`src/rtl/asic_iocfg_seq.sv`:
```
// Power-up/hold/power-down sequencer for sky130 gpiov2 pads: drives the per-pad
// tech_cfg word and maps generic 8-bit pad cfg onto DM/SLOW/VTRIP_SEL.
module asic_iocfg_seq #(
    parameter int NPADS          = 8,
    parameter int TECH_CFG_WIDTH = 16,
    parameter int T_EN           = 16,
    parameter int T_HOLD         = 4
) (
    input  logic                              clk,
    input  logic                              rst,
    input  logic                              en,
    input  logic                              upd,
    input  logic [NPADS*8-1:0]                cfg,
    output logic [NPADS*TECH_CFG_WIDTH-1:0]   tech_cfg,
    output logic                              ready,
    output logic                              busy
);

    localparam int TMAX = (T_EN > T_HOLD) ? T_EN : T_HOLD;
    localparam int TW   = $clog2(TMAX + 1);
    localparam logic [TW-1:0] EN_LOAD   = TW'(T_EN - 1);
    localparam logic [TW-1:0] HOLD_LOAD = TW'(T_HOLD - 1);

    typedef enum logic [2:0] {
        S_OFF, S_EN, S_LOAD, S_RUN, S_UPD, S_DRAIN
    } state_t;

    state_t                             state_q, state_d;
    logic [TW-1:0]                      timer_q, timer_d;
    logic [NPADS*8-1:0]                 cfg_q, cfg_d;
    logic [NPADS*TECH_CFG_WIDTH-1:0]    tech_d;
    logic                               ready_d, busy_d;

    function automatic logic [15:0] pad_word(input logic [7:0] c, input state_t s);
        logic [15:0] w;
        w = '0;
        if (s != S_OFF) begin
            w[0] = (s == S_RUN);
            w[1] = 1'b1;
            w[3] = 1'b1;
            w[5] = 1'b1;
            w[7] = ~c[3];
            w[8] = c[2];
            if (c[0] && c[1])       w[15:13] = 3'b011;
            else if (c[0])          w[15:13] = 3'b010;
            else if (c[7:4] >= 4'd8) w[15:13] = 3'b101;
            else                    w[15:13] = 3'b110;
        end
        return w;
    endfunction

    always_comb begin
        state_d = state_q;
        timer_d = (timer_q == '0) ? '0 : timer_q - 1'b1;
        cfg_d   = cfg_q;
        case (state_q)
            S_OFF: begin
                timer_d = '0;
                if (en) begin
                    state_d = S_EN;
                    timer_d = EN_LOAD;
                end
            end
            S_EN: begin
                if (!en) begin
                    state_d = S_OFF;
                    timer_d = '0;
                end else if (timer_q == '0) begin
                    state_d = S_LOAD;
                    timer_d = HOLD_LOAD;
                end
            end
            S_LOAD: begin
                // Timer still at its load value marks the first LOAD cycle.
                if (timer_q == HOLD_LOAD) cfg_d = cfg;
                if (!en) begin
                    state_d = S_OFF;
                    timer_d = '0;
                end else if (timer_q == '0) begin
                    state_d = S_RUN;
                end
            end
            S_RUN: begin
                if (!en) begin
                    state_d = S_DRAIN;
                    timer_d = HOLD_LOAD;
                end else if (upd) begin
                    state_d = S_UPD;
                    timer_d = HOLD_LOAD;
                end
            end
            S_UPD: begin
                if (!en) begin
                    state_d = S_DRAIN;
                    timer_d = HOLD_LOAD;
                end else if (timer_q == '0) begin
                    state_d = S_LOAD;
                    timer_d = HOLD_LOAD;
                end
            end
            S_DRAIN: begin
                if (timer_q == '0) state_d = S_OFF;
            end
            default: begin
                state_d = S_OFF;
                timer_d = '0;
            end
        endcase

        // Outputs are derived from next state so the registered values track the state register.
        tech_d = '0;
        for (int unsigned p = 0; p < NPADS; p++) begin
            tech_d[p*TECH_CFG_WIDTH +: 16] = pad_word(cfg_d[p*8 +: 8], state_d);
        end
        ready_d = (state_d == S_RUN);
        busy_d  = (state_d != S_OFF) && (state_d != S_RUN);
    end

    always_ff @(posedge clk) begin
        if (rst) begin
            state_q  <= S_OFF;
            timer_q  <= '0;
            cfg_q    <= '0;
            tech_cfg <= '0;
            ready    <= 1'b0;
            busy     <= 1'b0;
        end else begin
            state_q  <= state_d;
            timer_q  <= timer_d;
            cfg_q    <= cfg_d;
            tech_cfg <= tech_d;
            ready    <= ready_d;
            busy     <= busy_d;
        end
    end

endmodule
```
`config.mk`:
```
export PLATFORM = sky130hd
export DESIGN_NAME = asic_iocfg_seq
export DESIGN_NICKNAME = d
export VERILOG_FILES = /design/src/rtl/asic_iocfg_seq.sv
export SDC_FILE = /design/constraint.sdc
export NUM_CORES = 1
export LEC_CHECK = 0
export ABC_AREA = 1
export BUFFER_PORTS_ARGS = -buffer_cell sky130_fd_sc_hd__buf_4
export CAP_MARGIN = 0
export CORE_UTILIZATION = 45
export DETAILED_ROUTE_END_ITERATION = 7
export PLACE_DENSITY = 0.84
export RECOVER_POWER = 100
export SLEW_MARGIN = 20
export SYNTH_ARGS = -nofsm -noshare
export SYNTH_HDL_FRONTEND = slang
export SYNTH_SLANG_ARGS = --single-unit
```
`constraint.sdc`:
```
create_clock -name clk -period 5.2 [get_ports clk]
set_input_delay 0.26 -clock clk [delete_from_list [all_inputs] [get_ports clk]]
set_output_delay 0.26 -clock clk [all_outputs]
set_load 0.1 [all_outputs]
```
# Word level (Yosys, flattened, before mapping)
# Index checks and enable logic that the tools add are counted.
[op_classes] add_sub_neg=1 n_lt_le_gt_ge=8 eq_ne=8 n_mux=47 bitwise=9 reduce_logical=21
[ops] cell="two-way mux 64 bit" count=2
[ops] cell="two-way mux 3 bit" count=25
[ops] cell="two-way mux 5 bit" count=7
[ops] cell="greater-or-equal comparator 4 bit (second input constant)" count=8
[ops] cell="OR reduction 4 bit" count=8
[ops] cell="one-hot mux 5 bit (6 select lines)" count=1
[ops] cell="two-way mux 2 bit" count=9
[ops] cell="one-hot mux 3 bit (6 select lines)" count=1
[ops] cell="equality test 3 x 2 -> 1 bit (second input constant)" count=3
[ops] cell="logical AND 1 bit" count=9
[ops] cell="NOT 1 bit" count=9
[ops] cell="equality test 3 bit (second input constant)" count=2
[ops] cell="equality test 5 x 2 -> 1 bit (second input constant)" count=1
[ops] cell="logical NOT 5 bit" count=1
[ops] cell="subtractor 5 x 1 -> 5 bit (second input constant)" count=1
[ops] cell="two-way mux 4 bit" count=1
[ops] cell="equality test 3 x 1 -> 1 bit (second input constant)" count=1
[ops] cell="logical NOT 3 bit" count=1
[ops] cell="!= test 3 x 2 -> 1 bit (second input constant)" count=1
[ops] cell="nonzero test 3 bit" count=1
[ops] cell="OR reduction 2 bit" count=1
[ops] cell="two-way mux 1 bit" count=1
[word_totals] register_bits=201 in_bits=68 output_inout_bits=130

# Logic depth before layout (Yosys ltp)
# Gate-level depths: netlist (run 1).
[logic_depth] depth_word=7 ltp_mapped=13 depth_no_buf=12

# Least setup slack after synthesis (run 1)
# OpenSTA, ideal clock, no wires.
[synth_timing] path_kind="register to output" startpoint="register tech_cfg[113] (netlist name)" endpoint="output port tech_cfg[101]" t_arrival_ps=1751 required_time_ps=4940 setup_slack_ps=3189 stages_incl_launch_ff=2 n_path_buf=1 path_cell_list="dfxtp_1 > buf_4"
[synth_lines] item="end, declared" line="14" source="output logic [NPADS*TECH_CFG_WIDTH-1:0] tech_cfg,"

# Final worst setup path (run 1)
[layout_timing] startpoint="register state_q[2]" endpoint="register tech_cfg[62]"
[layout_between] elab_chain_cells=6 word_cells_on_any_way=25
[layout_rtl] item="start, declared" line="28" source="state_t state_q, state_d;"
[layout_rtl] item="start signal, assigned" line="128" source="state_q <= state_d;"
[layout_rtl] item="equality test 3 x 2 -> 1 bit, or another cell as far along" line="56" source="case (state_q)"
[layout_rtl] item="two-way mux 64 bit, or another cell as far along" line="56"
[layout_rtl] item="greater-or-equal comparator 4 bit or one-hot mux 3 bit (6 select lines) (tied branches)" line="46, 56"
[layout_rtl] item="two-way mux 2 bit or nonzero test 3 bit (tied branches)" line="46, 37"
[layout_rtl] item="two-way mux 3 bit or NOT 1 bit (tied branches)"
[layout_rtl] item="two-way mux 3 bit or OR reduction 2 bit (tied branches)"
[layout_rtl] item="end signal, assigned" line="131" source="tech_cfg <= tech_d;"
# Several ways; a longest one is shown, not always the timed one.
# A chain may end at the register's enable or synchronous reset.

==> qor.log, run 1 <==
INFO  run_status     status=finished with violations
INFO  run_status     violations=max-capacitance violations, max-slew violations
INFO  synthesis      synth_cell_type_count=29
INFO  critical_path  cp_slowest_cell=sky130_fd_sc_hd__nand2_1
INFO  synthesis      netlist_top_cells_area=sky130_fd_sc_hd__dfxtp_1, sky130_fd_sc_hd__buf_4, sky130_fd_sc_hd__nand2_1
INFO  critical_path  timing.critical_path.required=5.37ns
INFO  final_layout   seqCellArea=1840µm²
INFO  sta            grt_setup_unrepaired=no
INFO  grt            globalRoute.totalOverflow=0
INFO  synthesis      ys_async_sr_fraction=0%
INFO  synthesis      synthCells=556
INFO  die            boundaryPins=198
INFO  critical_path  reg2reg_from=state_q[2]$_SDFF_PP0_
INFO  critical_path  cp_max_fo=42
INFO  clocking       postCtsSetupBuffers=0
INFO  synthesis      synth_top_family_by_area=buffers and inverters
INFO  final_layout   number_of_antenna_repair_diodes=0
INFO  sta            finalClockSkew=0.0120ns
INFO  die            core.rowCount=35
INFO  final_layout   final-instance-count-excl-fill=748
INFO  clocking       num_clock_sinks=92
INFO  critical_path  setup_cp_type=register to register
INFO  routing        routed_wl=7820µm
INFO  placement      placed_cell_area=4650µm²
INFO  synthesis      ys_dominant_reg_cell=sky130_fd_sc_hd__dfxtp_1
INFO  routing        dr_total_vias=3309
INFO  sta            timing.final.crit_period=3.12ns
INFO  grt            vias_in_the_first_global_route=2962
INFO  final_layout   layout-drive-gt1-share=11.5%
INFO  synthesis      synth_xor_area_share=0.207%
INFO  die            die_w=99.1µm
INFO  synthesis      synth-adder-area-share=0.885%
INFO  routing        detail_route.vias_per_cell=4.42
INFO  grt            globalRouteTotalUtil=16.3%
INFO  synthesis      post-synth-top-count-cell=sky130_fd_sc_hd__nand2_1
INFO  synthesis      synth_edf_count=0
INFO  critical_path  cp-end-kind=register
INFO  critical_path  worst-endpoint-arrival=3.30ns
INFO  hold_path      worst_hold_startpoint=cfg[2]
INFO  final_layout   final_cell_area=4540µm²
INFO  sta            timing.final.setup_violations=0
INFO  sta            fmax=0.320GHz
INFO  die            core_area=9200µm²
INFO  sta            timing.final.hold_violations=0
INFO  final_layout   num-nets-final=704
INFO  clocking       post_cts_resize_count=0
INFO  sta            finalHoldWorstSlack=0.176ns
INFO  routing        drc_errors=0
INFO  synthesis      netlist_area=4240µm²
INFO  placement      placement.io_buffers=117
INFO  placement      dp_hpwl=5570µm
INFO  placement      dp.cells=733
INFO  routing        wire_per_inst=10.4µm
INFO  clocking       clock_slew_at_reported_path_ffs=0.09ns
INFO  critical_path  critical_path.startpoint_type=register
INFO  synthesis      synthesis.area_per_instance=7.63µm²
INFO  clocking       clock-root-buffer=sky130_fd_sc_hd__clkbuf_8
INFO  die            die-height=99.1µm
INFO  sta            final_min_period_over_clock_period=60.0%
INFO  sta            tns=0ns
INFO  sta            report.final.slew_viol_count=43
INFO  critical_path  crit_chain=clkinvlp_2 -> nand3_1 -> nor2_1 -> nand2_1 -> nand2_1 -> nor2_1 -> nand3_2 -> nand2_1 -> nor2_1
INFO  final_layout   area_occupied_by_multi_input_gates=1500µm²
INFO  routing        ant_nets=0
INFO  synthesis      netlist_top_cells_count=sky130_fd_sc_hd__nand2_1, sky130_fd_sc_hd__dfxtp_1, sky130_fd_sc_hd__buf_4
INFO  power          p_leak=2.15nW
INFO  clocking       clock_tree.buffer_depth=2
INFO  critical_path  critPathLaunch=state_q[2]$_SDFF_PP0_
INFO  routing        firstDrtPassIters=4
INFO  grt            wire_length_of_the_first_global_routing_pass=12900µm
INFO  synthesis      synth.area.mux_share=1.89%
INFO  clocking       cts_hold_repair.buffers=0
INFO  power          worst_ir_drop_vdd=0.000153V
INFO  synthesis      synth-seq-area-share=43.4%
INFO  die            die-area=9810µm²
INFO  synthesis      yosys_warnings=0
INFO  final_layout   final_core_utilization=49.4%
INFO  clocking       clock_tree.htree_level_count=3
INFO  synthesis      yosys.area.top_type=sky130_fd_sc_hd__dfxtp_1
INFO  synthesis      yosys.area_share.simple=22.6%
INFO  grt            antenna_violations_before_repair=0
INFO  clocking       clock_tree_from_tritoncts=yes
INFO  power          pwr_density_cell=383nW/µm²
INFO  sta            max_slew_margin=-6.02%
INFO  synthesis      synth_largest_type_area_fraction=43.4%
INFO  critical_path  crit_path_max_incr_delay=1.16ns
INFO  synthesis      yosys_register_bits=92
INFO  final_layout   synthToLayoutAreaGrowth=7.14%
INFO  job            cap_viol_max_count=1
INFO  final_layout   final.fill_count=971
INFO  routing        drt-initial-drc-count=118
INFO  sta            max_slew.worst_pin.slew=1.59ns
INFO  clocking       numCtsBuffers=9
INFO  die            initial_standard_cell_utilization_of_the_core=46.1%
INFO  hold_path      min-delay-path-class=input port to register
INFO  clocking       clock_latency=0.34ns
INFO  synthesis      synth_compound_gate_area_share=5.43%
INFO  placement      gp_routability_congestion=0.866
INFO  grt            largest_net_degree_at_the_start_of_global_routing=74
## flip-flops by register name (all words and copies together), names as in the netlist
name,flops
timer_q,5
cfg_q,40
busy,1
tech_cfg,42
state_q,3
ready,1
## final timing paths
check                                                to  slack, ns  cells past startpoint
worst max register to register  tech_cfg[62]$_SDFF_PP0_       2.08                      9
worst min register to register     cfg_q[51]$_SDFF_PP0_       0.47                      2
worst max-delay path            tech_cfg[62]$_SDFF_PP0_       2.08                      9
worst min-delay path                cfg_q[2]$_SDFF_PP0_       0.18                      3
## layout by cell type, fill, tap and decap left out, drive strengths merged
cell type and instances:
clkinv 1, dfxtp 92, mux2i 8, a21oi 16
nand4 1, clkbuf 84, nand2 125, nand3 13
and3 1, o21a 1, nor3 2, bufinv 1
ha 3, inv 71, clkinvlp 3, buf 43
o21ai 27, xor2 1, nor2 87, conb 56
o31ai 1
## critical path, delay by kind of cell (launching register included)
family	cells	cell delay (ns)
buffers and inverters	1	0.26
DFF	1	0.51
and+or+nand+nor	8	2.17
## metrics by stage
stage | setup slack, ns | total power (W)
after floorplan | 3.19 | 0.00129
after global placement | 2.57 | 0.00132
after detailed placement | 2.54 | 0.00132
after CTS | 2.53 | 0.00179
after global routing | 1.68 | 0.00181
final | 2.08 | 0.00174
## final cells by class
class,instances,share of cell area [%]
inverter,71,5.89
timing repair buffer,117,13.2
tap,111,3.06
clock buffer,10,2.81
sequential,92,40.5
clock inverter,5,1.38
multi-input combinational,342,33.1
## power breakdown
part | leakage [nW] | switching (W) | internal, W
combinational | 1.31 | 0.000488 | 0.0000503
sequential | 0.749 | 0.0000121 | 0.000726
clock | 0.0890 | 0.000239 | 0.000222
total | 2.15 | 0.000739 | 0.000999
## logic make-up after synthesis
logic type / after synthesis
buffers and inverters: 177
and+or+nand+nor: 229
xor gates and xnor gates: 1
AOI/OAI and AO/OA: 45
muxes: 8
other: 1
DFF: 92
adders and majority gates: 3
## layer usage
metal | GRT usage, % | part of all wire [%] | wire length [µm] | vias to the layer above
li1 | - | - | - | 1675
met5 | 0 | 0 | 0 | -
met1 | 17.6 | 42 | 3280 | 1491
met4 | 7.35 | 1.9 | 151 | 0
met2 | 30.8 | 50 | 3900 | 129
met3 | 3.05 | 6.2 | 483 | 14
No activity file was read; power rests on OpenSTA's default activity.
==> run 2: changes to the inputs <==
ABC_AREA = 0   (was 1)
CORE_UTILIZATION = 42   (was 45)
PLACE_DENSITY = 0.82   (was 0.84)
clock period = 2.6 ns   (was 5.2 ns; I/O delays follow)
==> run 2 against run 1 <==
Total power rose by 84%. The run now ends clean. Clock-buffer cell count did not move. Synthesized area about the same. Combinational power grew 69%. Flip-flop and latch count is the same. Hold slack worse by 0.15 ns. Cell area increased by 0.88%. Global-route usage shrank 1.2 points. Wire length is 1.3% lower. Die area up 7.0%.
==> qor.log, run 2 <==
INFO  critical_path  crit_path_max_incr_delay=0.53ns
INFO  final_layout   layout-drive-gt1-share=19.2%
INFO  final_layout   largest_registers=tech_cfg: 42 flops, cfg_q: 40 flops, timer_q: 5 flops
INFO  power          worst_ir_drop_vdd=0.000332V
INFO  placement      placement.io_buffers=117
INFO  final_layout   mostFrequentLayoutCells=sky130_fd_sc_hd__dfxtp_1, sky130_fd_sc_hd__conb_1, sky130_fd_sc_hd__nor2_1
INFO  synthesis      synth_edf_count=0
INFO  die            die_w=102µm
INFO  power          pwr_density_cell=699nW/µm²
INFO  final_layout   largest_reg_flops=42
INFO  clocking       numCtsBuffers=9
INFO  synthesis      netlist_top_cells_area=sky130_fd_sc_hd__dfxtp_1, sky130_fd_sc_hd__buf_4, sky130_fd_sc_hd__mux2i_1
INFO  synthesis      synth_largest_type_area_fraction=43.4%
INFO  final_layout   synthToLayoutAreaGrowth=8.12%
INFO  synthesis      post-synth-top-count-cell=sky130_fd_sc_hd__dfxtp_1
INFO  sta            timing.final.crit_period=2.08ns
INFO  job            cap_viol_max_count=0
INFO  routing        drt-initial-drc-count=55
INFO  critical_path  timing.critical_path.required=2.81ns
INFO  clocking       cts_hold_repair.buffers=0
INFO  clocking       num_clock_sinks=92
INFO  synthesis      synth-seq-area-share=43.4%
INFO  sta            final_min_period_over_clock_period=80.1%
INFO  critical_path  worst-endpoint-arrival=2.29ns
INFO  die            initial_standard_cell_utilization_of_the_core=43.4%
INFO  clocking       clock_latency=0.36ns
INFO  critical_path  crit_buf_inv=1
INFO  final_layout   layout_commonest_cell=sky130_fd_sc_hd__dfxtp_1
INFO  grt            wire_length_of_the_first_global_routing_pass=12300µm
INFO  routing        drc_errors=0
INFO  synthesis      yosys.area.top_type=sky130_fd_sc_hd__dfxtp_1
INFO  critical_path  cp-end-kind=register
INFO  synthesis      synth_cell_type_count=41
INFO  synthesis      synthCells=456
INFO  die            boundaryPins=198
INFO  clocking       clock_slew_at_reported_path_ffs=0.09ns
INFO  clocking       clock_tree_from_tritoncts=yes
INFO  critical_path  cp_slowest_cell=sky130_fd_sc_hd__dfxtp_1
INFO  placement      dp_hpwl=5530µm
INFO  routing        wire_per_inst=11.5µm
INFO  power          p_leak=1.87nW
INFO  sta            finalClockSkew=0.0168ns
INFO  synthesis      yosys_warnings=0
INFO  placement      dp.cells=654
INFO  sta            fmax=0.480GHz
INFO  grt            vias_in_the_first_global_route=2692
INFO  routing        detail_route.vias_per_cell=4.51
INFO  clocking       post_cts_resize_count=0
INFO  synthesis      synthesis.area_per_instance=9.30µm²
INFO  synthesis      netlist_area=4240µm²
INFO  die            die-area=10500µm²
INFO  sta            grt_setup_unrepaired=no
INFO  sta            max_slew_margin=19.2%
INFO  clocking       clock-root-buffer=sky130_fd_sc_hd__clkbuf_8
INFO  hold_path      min-delay-path-class=input port to register
INFO  sta            timing.final.setup_violations=0
INFO  run_status     status=completed
INFO  critical_path  cp_max_fo=23
INFO  clocking       postCtsSetupBuffers=0
INFO  final_layout   num-nets-final=603
INFO  grt            globalRouteTotalUtil=15.2%
INFO  critical_path  critical_path.startpoint_type=register
INFO  synthesis      netlist_top_cells_count=sky130_fd_sc_hd__dfxtp_1, sky130_fd_sc_hd__buf_4, sky130_fd_sc_hd__nor2_1
INFO  routing        ant_nets=0
INFO  grt            globalRoute.totalOverflow=0
INFO  final_layout   final.fill_count=1003
INFO  sta            timing.final.hold_violations=0
INFO  final_layout   number_of_antenna_repair_diodes=0
INFO  die            die-height=102µm
INFO  sta            finalHoldWorstSlack=0.0220ns
INFO  routing        dr_total_vias=3020
INFO  synthesis      ys_dominant_reg_cell=sky130_fd_sc_hd__dfxtp_1
INFO  clocking       clock_tree.buffer_depth=2
INFO  synthesis      yosys_register_bits=92
INFO  final_layout   largest-register=tech_cfg
INFO  routing        routed_wl=7710µm
INFO  critical_path  crit_chain=and2b_1 -> and4_2 -> clkbuf_2 -> a211oi_1 -> a311oi_2
INFO  clocking       clock_tree.htree_level_count=3
INFO  routing        firstDrtPassIters=4
INFO  sta            max_slew.worst_pin.slew=1.22ns
INFO  grt            largest_net_degree_at_the_start_of_global_routing=47
INFO  critical_path  worst_path_top_cell_family_by_delay=flip-flops
INFO  grt            antenna_violations_before_repair=0
INFO  final_layout   final-instance-count-excl-fill=669
INFO  sta            tns=0ns
INFO  critical_path  setup_cp_type=register to register
INFO  die            core_area=9770µm²
INFO  placement      gp_routability_congestion=0.787
INFO  sta            report.final.slew_viol_count=0
INFO  synthesis      ys_async_sr_fraction=0%
INFO  die            core.rowCount=36
-- run 2: changes by cell type after synthesis, sizes merged, moves of 4 or more --
cell / before / now
o21ai: 27 / 5
a211oi: 0 / 18
nor2: 87 / 52
clkbuf: 5 / 13
inv: 71 / 5
a311oi: 0 / 8
nand2: 125 / 45
mux2i: 8 / 26
a21oi: 16 / 20
nand3: 13 / 2
nand2b: 0 / 11
nor2b: 0 / 29
-- run 2: stage by stage --
step / setup slack (ns) / total power (W) / cell area (µm²) / utilization [%]
3_3_place_gp: 0.708 / 0.00244 / 4710 / 48.2
2_1_floorplan: 0.719 / 0.00239 / 4450 / -
6_report: 0.516 / 0.00320 / 4580 / 46.9
3_5_place_dp: 0.702 / 0.00245 / 4710 / 48.2
5_1_grt: 0.329 / 0.00335 / 4580 / 46.9
4_1_cts: 0.668 / 0.00329 / 4870 / 49.9
-- run 2: worst register-to-register path, stage by stage (launching register included) --
cell,delay (ns)
sky130_fd_sc_hd__dfxtp_1,0.53
sky130_fd_sc_hd__and2b_1,0.27
sky130_fd_sc_hd__and4_2,0.25
sky130_fd_sc_hd__clkbuf_2,0.40
sky130_fd_sc_hd__a211oi_1,0.42
sky130_fd_sc_hd__a311oi_2,0.07
-- run 2: logic make-up after synthesis --
logic type	count (synthesis)	share of synthesized area (%)
simple gates	151	17.7
flops	92	43.4
xor+xnor	2	0.413
fa+ha+maj	3	0.886
mux	26	6.14
other cells	1	0.0885
compound gates	62	11.1
buf+inv	119	20.2
-- run 2: area by class of cell --
class                           instances  area [µm²]  area share, %
Timing Repair Buffer                  124         681           14.9
Multi-Input combinational cell        300        1710           37.3
Clock inverter                          5        37.5          0.819
Inverter                                5        18.8          0.410
Tap cell                              133         166           3.63
Clock buffer                           10         128           2.78
Sequential cell                        92        1840           40.2
-- run 2: path summary, 6_finish.rpt --
check / from / to / slack (ns) / depth (start not counted)
hold reg to reg: cfg_q[23]$_SDFF_PP0_ / cfg_q[23]$_SDFF_PP0_ / 0.45 / 2
setup / recovery: state_q[2]$_SDFF_PP0_ / tech_cfg[109]$_SDFF_PP0_ / 0.52 / 5
setup reg to reg: state_q[2]$_SDFF_PP0_ / tech_cfg[109]$_SDFF_PP0_ / 0.52 / 5
hold / removal: cfg[25] / cfg_q[25]$_SDFF_PP0_ / 0.02 / 3
-- run 2: power breakdown --
part	internal, W	switching (W)	total [W]
Clock	0.000346	0.000485	0.000831
Sequential	0.00144	0.0000181	0.00146
Combinational	0.000116	0.000798	0.000913
Total	0.00190	0.00130	0.00320
-- run 2: routing by layer --
layer | vias up | wire (µm) | global-route usage [%]
met4 | 0 | 104 | 5.82
li1 | 1510 | - | -
met2 | 110 | 3930 | 27.6
met3 | 11 | 494 | 4.10
met5 | - | 0 | 0
met1 | 1389 | 3190 | 16.7
